--- config.mk ---
export PLATFORM = sky130hd
export DESIGN_NAME = carwash_ctrl
export DESIGN_NICKNAME = d
export VERILOG_FILES = /design/src/rtl/carwash_pkg.sv /design/src/rtl/carwash_timer.sv /design/src/rtl/carwash_ctrl.sv
export SDC_FILE = /design/constraint.sdc
export NUM_CORES = 1
export LEC_CHECK = 0
export CELL_PAD_IN_SITES_DETAIL_PLACEMENT = 1
export CELL_PAD_IN_SITES_GLOBAL_PLACEMENT = 2
export CORE_UTILIZATION = 39
export CTS_BUF_LIST = sky130_fd_sc_hd__clkbuf_8
export CTS_CLUSTER_DIAMETER = 60
export DETAILED_ROUTE_END_ITERATION = 10
export PLACE_DENSITY = 0.95
export SLEW_MARGIN = 20
export SYNTH_ARGS = -nofsm -noshare
export SYNTH_HDL_FRONTEND = slang
export SYNTH_SLANG_ARGS = --single-unit
--- constraint.sdc ---
create_clock -name clk -period 3.8 [get_ports clk]
set_input_delay 0.76 -clock clk [delete_from_list [all_inputs] [get_ports clk]]
set_output_delay 0.76 -clock clk [all_outputs]
set_load 0.005 [all_outputs]
--- src/rtl/carwash_pkg.sv ---
`default_nettype none
// ============================================================================
// Module   : carwash_pkg
// Purpose  : Shared types and helpers for the car-wash controller.
// Revision : 1.0 - initial release
// ============================================================================
package carwash_pkg;

  // One-hot wash phases
  typedef enum logic [3:0] {
    IDLE     = 4'b0001,
    PRESPRAY = 4'b0010,
    SOAP_ST  = 4'b0100,
    RINSE    = 4'b1000
  } state_t;

  // Wash program latched at start
  typedef enum logic {
    MODE_BASIC  = 1'b0,
    MODE_DELUXE = 1'b1
  } mode_t;

  // Bits needed to hold values 0..n
  function automatic int cnt_w(input int n);
    return $clog2(n + 1);
  endfunction

endpackage
`default_nettype wire

--- src/rtl/carwash_timer.sv ---
`default_nettype none
// ============================================================================
// Module   : carwash_timer
// Purpose  : Loadable down-counter that stops at zero; flags phase expiry.
// Revision : 1.0 - initial release
// ============================================================================
module carwash_timer
  import carwash_pkg::*;
#(
  parameter int W = 4
) (
  input  logic         clk,
  input  logic         CLR,
  input  logic         load,
  input  logic [W-1:0] value,
  output logic         zero
);

  logic [W-1:0] count_q;

  // Load takes priority; otherwise count down and hold at zero
  always_ff @(posedge clk or posedge CLR) begin
    if (CLR) begin
      count_q <= '0;
    end else if (load) begin
      count_q <= value;
    end else if (count_q != '0) begin
      count_q <= count_q - W'(1);
    end
  end

  assign zero = (count_q == '0);

endmodule
`default_nettype wire

--- src/rtl/carwash_ctrl.sv ---
`default_nettype none
// ============================================================================
// Module   : carwash_ctrl
// Purpose  : Car-wash sequencer with token credits, basic/deluxe programs,
//            internal phase timers and operator abort.
// Revision : 1.0 - initial release
// ============================================================================
module carwash_ctrl
  import carwash_pkg::*;
#(
  parameter int SPRAY_CYCLES = 8,
  parameter int SOAP_CYCLES  = 12,
  parameter int RINSE_CYCLES = 6,
  parameter int SOAP_PASSES  = 2,
  parameter int MAX_CREDITS  = 7,
  parameter int BASIC_COST   = 1,
  parameter int DELUXE_COST  = 2
) (
  input  logic                              clk,
  input  logic                              CLR,
  input  logic                              TOKEN,
  input  logic                              START,
  input  logic                              DELUXE,
  input  logic                              ABORT,
  output logic                              SOAP,
  output logic                              SPRAY,
  output logic                              BUSY,
  output logic                              DONE,
  output logic [cnt_w(MAX_CREDITS)-1:0]     CREDITS,
  output logic [cnt_w(SOAP_PASSES)-1:0]     PASS
);

  localparam int CW     = cnt_w(MAX_CREDITS);
  localparam int PW     = cnt_w(SOAP_PASSES);
  localparam int MAXLEN = (SPRAY_CYCLES > SOAP_CYCLES) ?
                          ((SPRAY_CYCLES > RINSE_CYCLES) ? SPRAY_CYCLES : RINSE_CYCLES) :
                          ((SOAP_CYCLES  > RINSE_CYCLES) ? SOAP_CYCLES  : RINSE_CYCLES);
  localparam int TW     = cnt_w(MAXLEN);

  // Timer reload values: a phase of LEN cycles starts at LEN-1
  localparam logic [TW-1:0] C_SPRAY_LD = TW'(SPRAY_CYCLES - 1);
  localparam logic [TW-1:0] C_SOAP_LD  = TW'(SOAP_CYCLES - 1);
  localparam logic [TW-1:0] C_RINSE_LD = TW'(RINSE_CYCLES - 1);
  localparam logic [CW:0]   C_BASIC    = (CW+1)'(BASIC_COST);
  localparam logic [CW:0]   C_DELUXE   = (CW+1)'(DELUXE_COST);
  localparam logic [CW:0]   C_MAX      = (CW+1)'(MAX_CREDITS);
  localparam logic [PW-1:0] C_PASSES   = PW'(SOAP_PASSES);

  state_t        state_q, state_d;
  mode_t         mode_q, mode_d;
  logic [CW-1:0] credits_q, credits_d;
  logic [PW-1:0] pass_q, pass_d;
  logic          done_d;
  logic          tmr_load;
  logic [TW-1:0] tmr_val;
  logic          tmr_zero;
  logic [CW:0]   cost;
  logic [CW:0]   credit_sum;

  carwash_timer #(
    .W (TW)
  ) u_timer (
    .clk   (clk),
    .CLR   (CLR),
    .load  (tmr_load),
    .value (tmr_val),
    .zero  (tmr_zero)
  );

  // Next-state, pass, timer-load and credit arithmetic
  always_comb begin
    state_d  = state_q;
    mode_d   = mode_q;
    pass_d   = pass_q;
    done_d   = 1'b0;
    tmr_load = 1'b0;
    tmr_val  = '0;
    cost     = '0;
    case (state_q)
      IDLE: begin
        // Start check uses registered credits, so a same-cycle token cannot fund it
        if (START && !DELUXE && ({1'b0, credits_q} >= C_BASIC)) begin
          state_d  = RINSE;
          mode_d   = MODE_BASIC;
          cost     = C_BASIC;
          tmr_load = 1'b1;
          tmr_val  = C_RINSE_LD;
        end else if (START && DELUXE && ({1'b0, credits_q} >= C_DELUXE)) begin
          state_d  = PRESPRAY;
          mode_d   = MODE_DELUXE;
          cost     = C_DELUXE;
          tmr_load = 1'b1;
          tmr_val  = C_SPRAY_LD;
        end
      end
      PRESPRAY: begin
        if (ABORT) begin
          state_d = IDLE;
          pass_d  = '0;
        end else if (tmr_zero) begin
          state_d  = SOAP_ST;
          pass_d   = PW'(1);
          tmr_load = 1'b1;
          tmr_val  = C_SOAP_LD;
        end
      end
      SOAP_ST: begin
        if (ABORT) begin
          state_d = IDLE;
          pass_d  = '0;
        end else if (tmr_zero) begin
          state_d  = RINSE;
          tmr_load = 1'b1;
          tmr_val  = C_RINSE_LD;
        end
      end
      RINSE: begin
        if (ABORT) begin
          state_d = IDLE;
          pass_d  = '0;
        end else if (tmr_zero) begin
          if (mode_q == MODE_DELUXE && pass_q < C_PASSES) begin
            state_d  = SOAP_ST;
            pass_d   = pass_q + PW'(1);
            tmr_load = 1'b1;
            tmr_val  = C_SOAP_LD;
          end else begin
            state_d = IDLE;
            pass_d  = '0;
            done_d  = 1'b1;
          end
        end
      end
      default: begin
        state_d = IDLE;
        pass_d  = '0;
      end
    endcase
    // Cost never exceeds credits, so the wide sum cannot underflow
    credit_sum = {1'b0, credits_q} + {{CW{1'b0}}, TOKEN} - cost;
    credits_d  = (credit_sum > C_MAX) ? C_MAX[CW-1:0] : credit_sum[CW-1:0];
  end

  // State and registered Moore outputs decoded from the next state
  always_ff @(posedge clk or posedge CLR) begin
    if (CLR) begin
      state_q   <= IDLE;
      mode_q    <= MODE_BASIC;
      credits_q <= '0;
      pass_q    <= '0;
      SOAP      <= 1'b0;
      SPRAY     <= 1'b0;
      BUSY      <= 1'b0;
      DONE      <= 1'b0;
    end else begin
      state_q   <= state_d;
      mode_q    <= mode_d;
      credits_q <= credits_d;
      pass_q    <= pass_d;
      SOAP      <= (state_d == SOAP_ST);
      SPRAY     <= (state_d == PRESPRAY) || (state_d == RINSE);
      BUSY      <= (state_d != IDLE);
      DONE      <= done_d;
    end
  end

  assign CREDITS = credits_q;
  assign PASS    = pass_q;

endmodule
`default_nettype wire
==> Yosys cells after proc, flatten, opt, wreduce, memory -nomap -nowiden <==
Index checks and enable logic that the tools add are counted.
{ "classes": {"addsub": 4, "magnitude_cmp": 4, "eq_ne": 11, "muxes": 47, "bitwise": 1, "n_reduce_logical": 14} }
{ "op_table": {"columns": ["op", "count"], "rows": [
  ["$mux W4", 15],
  ["$pmux W4 S4", 2],
  ["$mux W2", 9],
  ["$mux W3", 6],
  ["$mux W1", 13],
  ["$eq A4 B2 Y1 const B", 2],
  ["$eq A4 B3 Y1 const B", 2],
  ["$eq A4 B4 Y1 const B", 2],
  ["$pmux W2 S4", 1],
  ["$ne A3 B3 Y1 const B", 2],
  ["$logic_and A1 B1 Y1", 5],
  ["$add A3 B1 Y4", 1],
  ["$eq A4 B1 Y1 const B", 1],
  ["$gt A4 B3 Y1 const B", 1],
  ["$logic_not A4 Y1", 1],
  ["$ne A4 B1 Y1 const B", 1],
  ["$reduce_and A4 Y1", 1],
  ["$reduce_bool A2 Y1", 2],
  ["$reduce_bool A4 Y1", 1],
  ["$sub A4 B1 Y4 const B", 1],
  ["$sub A4 B4 Y4", 1],
  ["$ge A3 B1 Y1 const B", 1],
  ["$ge A3 B2 Y1 const B", 1],
  ["$pmux W1 S3", 1],
  ["8 further kinds", 8]
]} }
{ "word_totals": {"reg_bits": 18, "out_inout_bits": 9, "wordCells": 90} }

==> Logic depth before layout (Yosys ltp) <==
Gate-level depths: netlist of run 1.
{ "depth": {"word_depth": 8, "depth_mapped": 10} }

==> By module <==
A second synthesis of run 1 with hierarchy kept.
{ "unflattened": {"cells_unflattened": 106, "area_unflattened_um2": 1053.5} }
{ "by_module_without_submodules": {"columns": ["mod", "instances", "cells_per_inst", "area_per_inst_um2", "seq_area_each_um2"], "rows": [
  ["carwash_ctrl", 1, 83, 817.0, 351.6],
  ["carwash_timer", 1, 23, 236.5, 100.1]
]} }

==> Worst setup path after synthesis of run 1 <==
No wires, ideal clock.
{ "synth_path": {"path_type": "register to register", "from": "register state_q[0]", "to": "register credits_q[0] (netlist: CREDITS[0])", "setup_ps": 126, "arrival_ps": 2154, "slack_ps": 1520, "path_stages_with_launch": 9, "synth_period_minus_slack_ps": 2280, "cell_sequence": "dfstp_2 > nor4b_4 > o2111ai_1 > ha_1 > ha_1 > a21o_1 > a21oi_1 > xnor2_1 > nand2b_1"} }
{ "synth_via": {"elab_chain_len": 5} }
{ "synth_lines": {"columns": ["element", "line_no", "source"], "rows": [
  ["start: declaration", "carwash_ctrl.sv:49", "state_t state_q, state_d;"],
  ["start signal: assignment", "carwash_ctrl.sv:156", "state_q <= state_d;"],
  ["$eq A4 B1 Y1 *", "carwash_ctrl.sv:79", "case (state_q)"],
  ["$mux W2 *", "carwash_ctrl.sv:79", null],
  ["$sub A4 B4 Y4 *", "carwash_ctrl.sv:140", "credit_sum = {1'b0, credits_q} + {{CW{1'b0}}, TOKEN} - cost;"],
  ["$gt A4 B3 Y1", "carwash_ctrl.sv:141", "credits_d = (credit_sum > C_MAX) ? C_MAX[CW-1:0] : credit_sum[CW-1:0];"],
  ["$mux W3 *", "carwash_ctrl.sv:141", null],
  ["named net credits_d[0]", "carwash_ctrl.sv:51", "logic [CW-1:0] credits_q, credits_d;"],
  ["end signal: assignment", "carwash_ctrl.sv:158", "credits_q <= credits_d;"],
  ["end: declaration", "carwash_ctrl.sv:51", null]
]} }
Mark *: on every way through the listed nets, which the timed path passes. The rest lies on a longest branch.
A chain may end at the register's enable or synchronous reset.

==> Worst setup path in the final report of run 1 <==
{ "layout_path": {"from": "register state_q[1]", "to": "register credits_q[0] (netlist: CREDITS[0])"} }
The elaborated chain is that of the path after synthesis.

==> impl_metrics.py, run 1 <==
metrics = {
    "status": {
        "status": "finished, final reports clean",
    },
    "place": {
        "place.gp.congestion": 0.854,
        "hpwlAfterDp_mm": 2.12,
        "pre_cts_ws_ps": 768,
        "io_buffers": 14,
    },
    "cts": {
        "clock_path_buffers": 2,
        "clk_pin_slew_worst_paths_ps": 70,
        "postCtsSetupRepairBufs": 0,
        "insertion_delay_ps": 250,
        "cts-resized-gates": 0,
        "cts.sinks": 18,
        "cts_root_buf": "clkbuf_8",
        "htree_levels": 1,
        "holdBufCountCts": 0,
        "numCtsBuffers": 3,
        "cts_tree": "yes",
    },
    "cells_and_area": {
        "area_growth_syn_to_layout_pct": 16.7,
        "drive_gt1_frac": 0.0945,
        "final_nets": 141,
        "num_antenna_cells": 0,
    },
    "yosys": {
        "yosys.area.top_type": "dfrtp_1",
        "synthesis.nets": 125,
        "ys.warnings.count": 0,
        "syn-instance-count": 112,
        "yosys-top-cells-area": "dfrtp_1 37%, ha_1 6.5%, inv_1 3.2%",
        "synth_ff_type": "dfrtp_1",
        "synthArstFlopShare": 1.00,
        "synth-edff-count": 0,
        "postSynthAreaPerCell_um2": 10.4,
        "ys_ff_latch": 18,
        "ys_seq_area_frac": 0.389,
        "syn_area_mm2": 0.00116,
        "yosysUniqueCellTypes": 45,
        "synth_top_area_frac": 0.366,
    },
    "sta": {
        "clock.fmax_ghz": 0.348,
        "maxSlewHeadroom": 0.537,
        "min_period_ps": 2870,
        "maxSlewViolCount": 0,
        "fin_ws_ps": 929,
        "worst_pin_slew_ps": 692,
        "setup_viol": 0,
        "fin_setup_tns_ps": 0,
        "hold_viol": 0,
        "skew_ps": 6.44,
        "grt_setup_unrepaired": "false",
        "min_period_over_period": 0.756,
    },
    "detailed_routing": {
        "drtIter0Drc": 8,
        "vias_per_cell": 5.89,
        "first_pass_iters": 4,
        "vias": 931,
        "drc": 0,
        "routed_wl_mm": 2.85,
        "wire_per_inst_um": 18.1,
        "ant_nets": 0,
    },
    "grt": {
        "grt_antenna_before_repair": 0,
        "grt_pass1_wl_mm": 5.02,
        "grt_pass1_vias": 1014,
        "grt_start_max_net_pins": 19,
        "track_usage": 0.201,
        "grt_overflow": 0,
    },
    "die": {
        "start_util": 0.417,
        "dieArea_mm2": 0.00320,
        "core_mm2": 0.00278,
        "num_io_pins": 15,
        "row_count": 19,
        "die_w_um": 56.6,
        "die_h_um": 56.6,
    },
    "critical_path": {
        "cp_common_cell": "ha_1",
        "crit_fanout": 12,
        "cp.required_ps": 3930,
        "worst-setup-path-type": "flop to flop",
        "crit_family": "adder cells",
        "cp-end-kind": "flop",
        "path_cells": "nor4b_4 > o2111ai_1 > ha_1 > ha_1 > a21o_1 > a21oi_1 > xnor2_1 > nand2b_1",
        "cp.arrival_ps": 3000,
        "slowest_delay_ps": 600,
        "cpMaxStageDelayCell": "dfrtp_1",
        "critPathBufInv": 0,
        "cp-start-kind": "flop",
    },
    "pwr": {
        "p_switching_w": 0.000375,
        "p_int_w": 0.000571,
        "peakVddDrop_mv": 0.350,
        "leakage_nw": 0.578,
        "pwr-share-comb": 0.497,
        "switching_share": 0.397,
        "pwr-share-clk": 0.143,
        "p_total_w": 0.000946,
        "pwr-share-seq": 0.360,
        "powerDensity_mw_per_mm2": 698,
    },
    "min_path": {
        "hp-class": "flop to flop",
    },
    "flow_run": {
        "max-cap-violations": 0,
    },
}
==> registers in the layout (all words and copies together) (netlist names) <==
register         flops
u_timer.count_q      4
CREDITS              3
SOAP                 1
SPRAY                1
DONE                 1
mode_q               1
BUSY                 1
state_q              4
PASS                 2
==> cell type report <==
cell class | count | area (um^2)
Tap cell | 31 | 38.8
Inverter | 10 | 37.5
Multi-Input combinational cell | 81 | 642
Clock inverter | 1 | 3.75
Timing Repair Buffer | 14 | 140
Clock buffer | 3 | 41.3
Fill cell | 314 | 1430
Sequential cell | 18 | 452
==> Yosys cell counts, types with 3 or more instances <==
| cell type | n |
|---|---|
| a21oi_1 | 3 |
| o21a_1 | 3 |
| dfrtp_1 | 17 |
| nor2_1 | 3 |
| inv_1 | 10 |
| nand2b_1 | 3 |
| nor2b_1 | 5 |
| nor3_1 | 3 |
| nand2_1 | 9 |
| ha_1 | 6 |
| nand3_1 | 4 |
| o21ai_0 | 6 |
==> placed cells by master (no fill, tap or decap), types with 3 or more instances in the layout <==
master / synthesis / layout
dfrtp_1: 17 / 17
clkdlybuf4s50_1: 0 / 14
inv_1: 10 / 11
nand2_1: 9 / 9
o21ai_0: 6 / 6
ha_1: 6 / 6
nor2b_1: 5 / 5
nand3_1: 4 / 4
nor2_1: 3 / 3
nor3_1: 3 / 3
a21oi_1: 3 / 3
nand2b_1: 3 / 3
o21a_1: 3 / 3
clkbuf_8: 0 / 3
==> per-stage QoR <==
| stage | area, um^2 | hold WS [ps] | cells | util |
|---|---|---|---|---|
| 2_1_floorplan | 1160 | 499 | 112 | - |
| 3_3_place_gp | 1310 | 530 | 154 | 0.471 |
| 3_5_place_dp | 1310 | 542 | 154 | 0.471 |
| 5_1_grt | 1360 | 579 | 158 | 0.487 |
| 4_1_cts | 1360 | 559 | 158 | 0.487 |
| 6_report | 1360 | 556 | 158 | 0.487 |
==> path summary, 6_finish.rpt <==
kind,from,to,slack (ps),cells past startpoint
min,u_timer.count_q[0]$_DFFE_PP0P_,u_timer.count_q[0]$_DFFE_PP0P_,560,1
max,state_q[1]$_DFF_PP0_,CREDITS[0]$_DFF_PP0_,930,8
max reg2reg,state_q[1]$_DFF_PP0_,CREDITS[0]$_DFF_PP0_,930,8
max in group asynchronous,CLR,state_q[3]$_DFF_PP0_,2440,2
min in group asynchronous,CLR,u_timer.count_q[3]$_DFFE_PP0P_,920,2
min reg2reg,u_timer.count_q[0]$_DFFE_PP0P_,u_timer.count_q[0]$_DFFE_PP0P_,560,1
==> cell families after synthesis <==
logic type,share of synthesized area
mux,0.0183
fa+ha+maj,0.0819
buf+inv,0.0582
simple gates,0.223
xor+xnor,0.0463
flops,0.389
compound gates,0.183
==> worst reg2reg max path: stages (launching register included) <==
cell       delay, ps
dfrtp_1          600
nor4b_4          470
o2111ai_1        320
ha_1             430
ha_1             320
a21o_1           160
a21oi_1          170
xnor2_1          190
nand2b_1         100
==> per-layer routing <==
metal  GRT usage  part of all wire
met4      0.0523            0.0074
met2       0.341              0.50
met1       0.271              0.47
met5           0                 0
met3      0.0253             0.023
==> power by group through the flow <==
stage | sequential [W] | combinational, W | clock (W)
floorplan | 0.000308 | 0.000358 | 0
global placement | 0.000338 | 0.000450 | 0
detailed placement | 0.000341 | 0.000467 | 0
CTS | 0.000340 | 0.000472 | 0.000142
global route | 0.000353 | 0.000526 | 0.000147
finish | 0.000340 | 0.000470 | 0.000135
Power figures use the tool's default switching activity.
==> run 2, diff against run 1 <==
- CORE_UTILIZATION: 39 -> 36
- PLACE_DENSITY: 0.95 -> 0.89
- clock period: 3.8 -> 2.8 ns (I/O delays scaled with it)
==> run 2 against run 1 <==
  * Clock power increased by 60%
  * Utilization down 2.5 points
  * Global-route usage is 1.2 points lower
  * Register-to-register slack worse by 680 ps
  * Sequential share of layout area fell by 1.3 points
  * Largest cell class unchanged
  * Die area is 8.0% higher
  * Flip-flop and latch count stayed put
  * Clock-buffer cell count is 1 higher
  * Fmax grew 13%
  * Largest power group unchanged
  * Clock skew down 4.8 ps
==> impl_metrics.py, run 2 (synthesis gave the netlist of run 1 again) <==
metrics = {
    "die": {
        "dieArea_mm2": 0.00346,
        "row_count": 20,
        "start_util": 0.380,
        "die_h_um": 58.8,
        "num_io_pins": 15,
        "core_mm2": 0.00305,
        "die_w_um": 58.8,
    },
    "cts": {
        "cts_root_buf": "clkbuf_8",
        "cts.sinks": 18,
        "postCtsSetupRepairBufs": 0,
        "clock_path_buffers": 2,
        "cts_tree": "yes",
        "numCtsBuffers": 3,
        "htree_levels": 1,
        "clk_pin_slew_worst_paths_ps": 70,
        "cts-resized-gates": 0,
        "insertion_delay_ps": 260,
        "holdBufCountCts": 0,
    },
    "critical_path": {
        "cp-end-kind": "flop",
        "worst-setup-path-type": "flop to flop",
        "startpoint": "state_q[0]$_DFF_PP1_",
        "cp-start-kind": "flop",
        "cp.arrival_ps": 2690,
        "reg2reg_from": "state_q[0]$_DFF_PP1_",
        "crit_fanout": 7,
        "reg2reg_depth": 8,
        "cp.required_ps": 2940,
    },
    "sta": {
        "worst_pin_slew_ps": 679,
        "setup_viol": 0,
        "min_period_over_period": 0.911,
        "maxSlewHeadroom": 0.547,
        "maxSlewViolCount": 0,
        "fin_ws_ps": 250,
        "skew_ps": 1.68,
        "min_period_ps": 2550,
        "clock.fmax_ghz": 0.392,
        "hold_viol": 0,
        "fin_setup_tns_ps": 0,
        "grt_setup_unrepaired": "false",
    },
    "detailed_routing": {
        "vias": 916,
        "wl_met3_um": 79,
        "first_pass_iters": 4,
        "drc": 0,
        "dr_wl_met2_mm": 1.31,
        "vias_per_cell": 5.23,
        "wl_met1_mm": 1.28,
        "routed_wl_mm": 2.71,
        "wire_per_inst_um": 15.5,
        "highest_layer": "met4",
        "ant_nets": 0,
        "drtIter0Drc": 26,
    },
    "place": {
        "place.gp.congestion": 0.852,
        "dp_cells": 171,
        "io_buffers": 14,
        "hpwlAfterDp_mm": 2.08,
        "pre_cts_ws_ps": 127,
    },
    "grt": {
        "grt_overflow": 0,
        "grt_pass1_wl_mm": 4.75,
        "grt_antenna_before_repair": 0,
        "grt_pass1_vias": 1005,
        "grt_start_max_net_pins": 19,
        "track_usage": 0.189,
    },
    "cells_and_area": {
        "layout_common_cells": "17 x dfrtp_1, 14 x clkdlybuf4s50_1, 10 x inv_1, 9 x nand2_1",
        "drive_gt1_frac": 0.130,
        "area_growth_syn_to_layout_pct": 21.6,
        "layoutNonFillerInstCount": 175,
        "num_antenna_cells": 0,
        "final_nets": 145,
        "layout_commonest_cell": "dfrtp_1",
    },
    "pwr": {
        "powerDensity_mw_per_mm2": 944,
        "p_total_w": 0.00133,
        "leakage_nw": 0.599,
        "peakVddDrop_mv": 0.435,
    },
    "min_path": {
        "hp-class": "flop to flop",
        "holdPathStages": 2,
        "min_from": "u_timer.count_q[1]$_DFFE_PP0P_",
    },
    "flow_run": {
        "max-cap-violations": 0,
    },
    "status": {
        "status": "finished, final reports clean",
    },
}
==> run 2: critical path: stages (launching register included) <==
cell and delay [ps]:
dfstp_2 600, nor4b_4 320, o2111ai_1 200, ha_1 360, ha_1 320, a21o_1 160, a21oi_1 170, xnor2_1 210
nand2b_1 90
==> run 2: through the flow <==
step / cell area (um^2) / hold slack (ps) / utilization
floorplan: 1160 / 498 / -
global placement: 1360 / 515 / 0.444
detailed placement: 1360 / 540 / 0.444
CTS: 1410 / 554 / 0.462
global route: 1410 / 562 / 0.462
finish: 1410 / 551 / 0.462
==> run 2: area by class of cell <==
type                    instances  area (um^2)
inverters                      10         37.5
well taps                      44         55.1
flip-flops and latches         18          452
clock buffers                   4         55.1
fillers                       353         1640
repair buffers                 18          170
multi-input cells              81          642
==> run 2: worst paths after layout <==
check                                                 end  slack [ps]
max in group asynchronous             PASS[1]$_DFFE_PP0P_        1670
setup / recovery                     CREDITS[0]$_DFF_PP0_         250
setup reg to reg                     CREDITS[0]$_DFF_PP0_         250
min in group asynchronous  u_timer.count_q[1]$_DFFE_PP0P_         700
hold reg to reg            u_timer.count_q[1]$_DFFE_PP0P_         550
hold / removal             u_timer.count_q[1]$_DFFE_PP0P_         550
==> run 2: power breakdown <==
group          internal, W  switching, W
clock             0.000125     0.0000904
sequential        0.000352     0.0000832
combinational     0.000347      0.000335
total             0.000824      0.000508
==> run 2: metal layers <==
layer,vias up,GRT usage
met5,-,0
met4,0,0.0714
met3,4,0.0527
met2,8,0.302
met1,461,0.244
li1,443,-
==> run 3, diff against run 2 <==
- PLACE_DENSITY: 0.89 -> 0.78
- TNS_END_PERCENT: unset -> 30
==> run 3 against run 2 <==
  * Sequential share of layout area down 0.17 points
  * Fmax up 3.3%
  * Via count up 0.11%
  * Final cell count up 0.57%
  * Setup slack better by 83 ps
  * Clock power up 2%
  * Clock-buffer cell count unchanged
  * Die area unchanged
  * Final area up 0.53%
  * Combinational power up 2%
  * Sequential power down 2%
  * Critical path type unchanged
  * Largest power group unchanged
==> impl_metrics.py, run 3 (synthesis gave the netlist of run 1 again) <==
metrics = {
    "place": {
        "hpwlAfterDp_mm": 2.09,
        "place.gp.congestion": 0.780,
        "dp_cells": 172,
        "io_buffers": 14,
        "pre_cts_ws_ps": 124,
    },
    "pwr": {
        "powerDensity_mw_per_mm2": 945,
        "pwr-share-seq": 0.317,
        "leakage_nw": 0.604,
        "pwr-share-comb": 0.519,
        "p_int_w": 0.000830,
        "switching_share": 0.381,
        "peakVddDrop_mv": 0.537,
        "p_switching_w": 0.000511,
        "pwr-share-clk": 0.165,
    },
    "sta": {
        "fin_setup_tns_ps": 0,
        "maxSlewHeadroom": 0.524,
        "clock.fmax_ghz": 0.405,
        "worst_pin_slew_ps": 712,
        "maxSlewViolCount": 0,
        "setup_viol": 0,
        "min_period_ps": 2470,
        "grt_setup_unrepaired": "false",
        "fin_ws_ps": 332,
        "skew_ps": 3.70,
        "hold_viol": 0,
        "min_period_over_period": 0.881,
        "hold-worst-slack_ps": 542,
    },
    "cells_and_area": {
        "fill_cells": 345,
        "layout_common_cells": "17 x dfrtp_1, 14 x clkdlybuf4s50_1, 10 x inv_1, 9 x nand2_1",
        "layoutNonFillerInstCount": 176,
        "area_growth_syn_to_layout_pct": 22.2,
        "drive_gt1_frac": 0.136,
        "layout_commonest_cell": "dfrtp_1",
        "final_nets": 146,
        "num_antenna_cells": 0,
    },
    "cts": {
        "cts-resized-gates": 0,
        "numCtsBuffers": 3,
        "cts_root_buf": "clkbuf_8",
        "clock_path_buffers": 2,
        "postCtsSetupRepairBufs": 0,
        "cts.sinks": 18,
        "insertion_delay_ps": 260,
        "htree_levels": 1,
        "clk_pin_slew_worst_paths_ps": 70,
        "cts_tree": "yes",
        "holdBufCountCts": 0,
    },
    "critical_path": {
        "cp.required_ps": 2940,
        "timing.rr.end": "CREDITS[2]$_DFF_PP0_",
        "reg2reg_from": "state_q[2]$_DFF_PP0_",
        "regToRegSetupSlack_ps": 330,
        "crit_end": "CREDITS[2]$_DFF_PP0_",
        "cp.arrival_ps": 2600,
        "crit_fanout": 8,
        "cp-end-kind": "flop",
        "cp-start-kind": "flop",
        "worst-setup-path-type": "flop to flop",
        "startpoint": "state_q[2]$_DFF_PP0_",
        "reg2reg_depth": 8,
    },
    "detailed_routing": {
        "ant_nets": 0,
        "routed_wl_mm": 2.75,
        "drc": 0,
        "wire_per_inst_um": 15.6,
        "first_pass_iters": 4,
        "vias_per_cell": 5.21,
        "vias": 917,
        "drtIter0Drc": 8,
    },
    "die": {
        "num_io_pins": 15,
        "row_count": 20,
        "start_util": 0.380,
        "core_mm2": 0.00305,
        "die_h_um": 58.8,
        "dieArea_mm2": 0.00346,
        "die_w_um": 58.8,
    },
    "grt": {
        "grt_start_max_net_pins": 19,
        "track_usage": 0.190,
        "grt_overflow": 0,
        "grt_pass1_wl_mm": 4.82,
        "grt_pass1_vias": 993,
        "grt_antenna_before_repair": 0,
    },
    "flow_run": {
        "max-cap-violations": 0,
    },
    "status": {
        "status": "finished, final reports clean",
    },
    "min_path": {
        "hp-class": "flop to flop",
        "min_from": "u_timer.count_q[1]$_DFFE_PP0P_",
    },
}
run 3: cell types whose count changed in the layout (fill, tap and decap cells not counted):
cell	before	now
buf_4	4	5
run 3: per-layer routing:
metal | part of all wire | vias to the layer above | global-route usage | routed length (um)
met4 | 0.020 | 0 | 0.0816 | 55
li1 | - | 445 | - | -
met3 | 0.018 | 4 | 0.0220 | 50
met1 | 0.50 | 454 | 0.262 | 1360
met5 | 0 | - | 0 | 0
met2 | 0.47 | 14 | 0.302 | 1280
run 3: worst max-delay path, stage by stage (launching register included):
cell       delay (ps)
dfrtp_1           480
nor4b_4           390
o2111ai_1         200
ha_1              350
ha_1              310
a21o_1            160
a21oi_1           170
xnor2_1           190
nand2_1            90
run 3: through the flow:
| stage | total power, W | utilization | instance area [um^2] |
|---|---|---|---|
| finish | 0.00134 | 0.465 | 1420 |
| global route | 0.00146 | 0.465 | 1420 |
| CTS | 0.00135 | 0.465 | 1420 |
| detailed placement | 0.00113 | 0.447 | 1360 |
| global placement | 0.00111 | 0.447 | 1360 |
| floorplan | 0.000904 | - | 1160 |
run 3: worst min-delay path by stage:
stage	end	slack (ps)	cells past startpoint
global placement	u_timer.count_q[0]$_DFFE_PP0P_	530	1
CTS	u_timer.count_q[1]$_DFFE_PP0P_	550	2
detailed placement	u_timer.count_q[1]$_DFFE_PP0P_	530	2
floorplan	BUSY$_DFF_PP0_	500	1
global route	u_timer.count_q[0]$_DFFE_PP0P_	580	1
finish	u_timer.count_q[1]$_DFFE_PP0P_	540	2
run 3: area by class of cell:
cell class                      instances  area (um^2)  area share
Sequential cell                        18          452       0.318
Multi-Input combinational cell         81          642       0.452
Tap cell                               44         55.1      0.0388
Clock buffer                            4         55.1      0.0388
Timing Repair Buffer                   19          178       0.125
Inverter                               10         37.5      0.0265
run 3: power by group through the flow:
| stage | Sequential [W] | Clock (W) | Combinational, W |
|---|---|---|---|
| finish | 0.000425 | 0.000221 | 0.000695 |
| global route | 0.000439 | 0.000235 | 0.000790 |
| CTS | 0.000425 | 0.000226 | 0.000703 |
| detailed placement | 0.000428 | 0 | 0.000698 |
| global placement | 0.000425 | 0 | 0.000683 |
| floorplan | 0.000419 | 0 | 0.000485 |
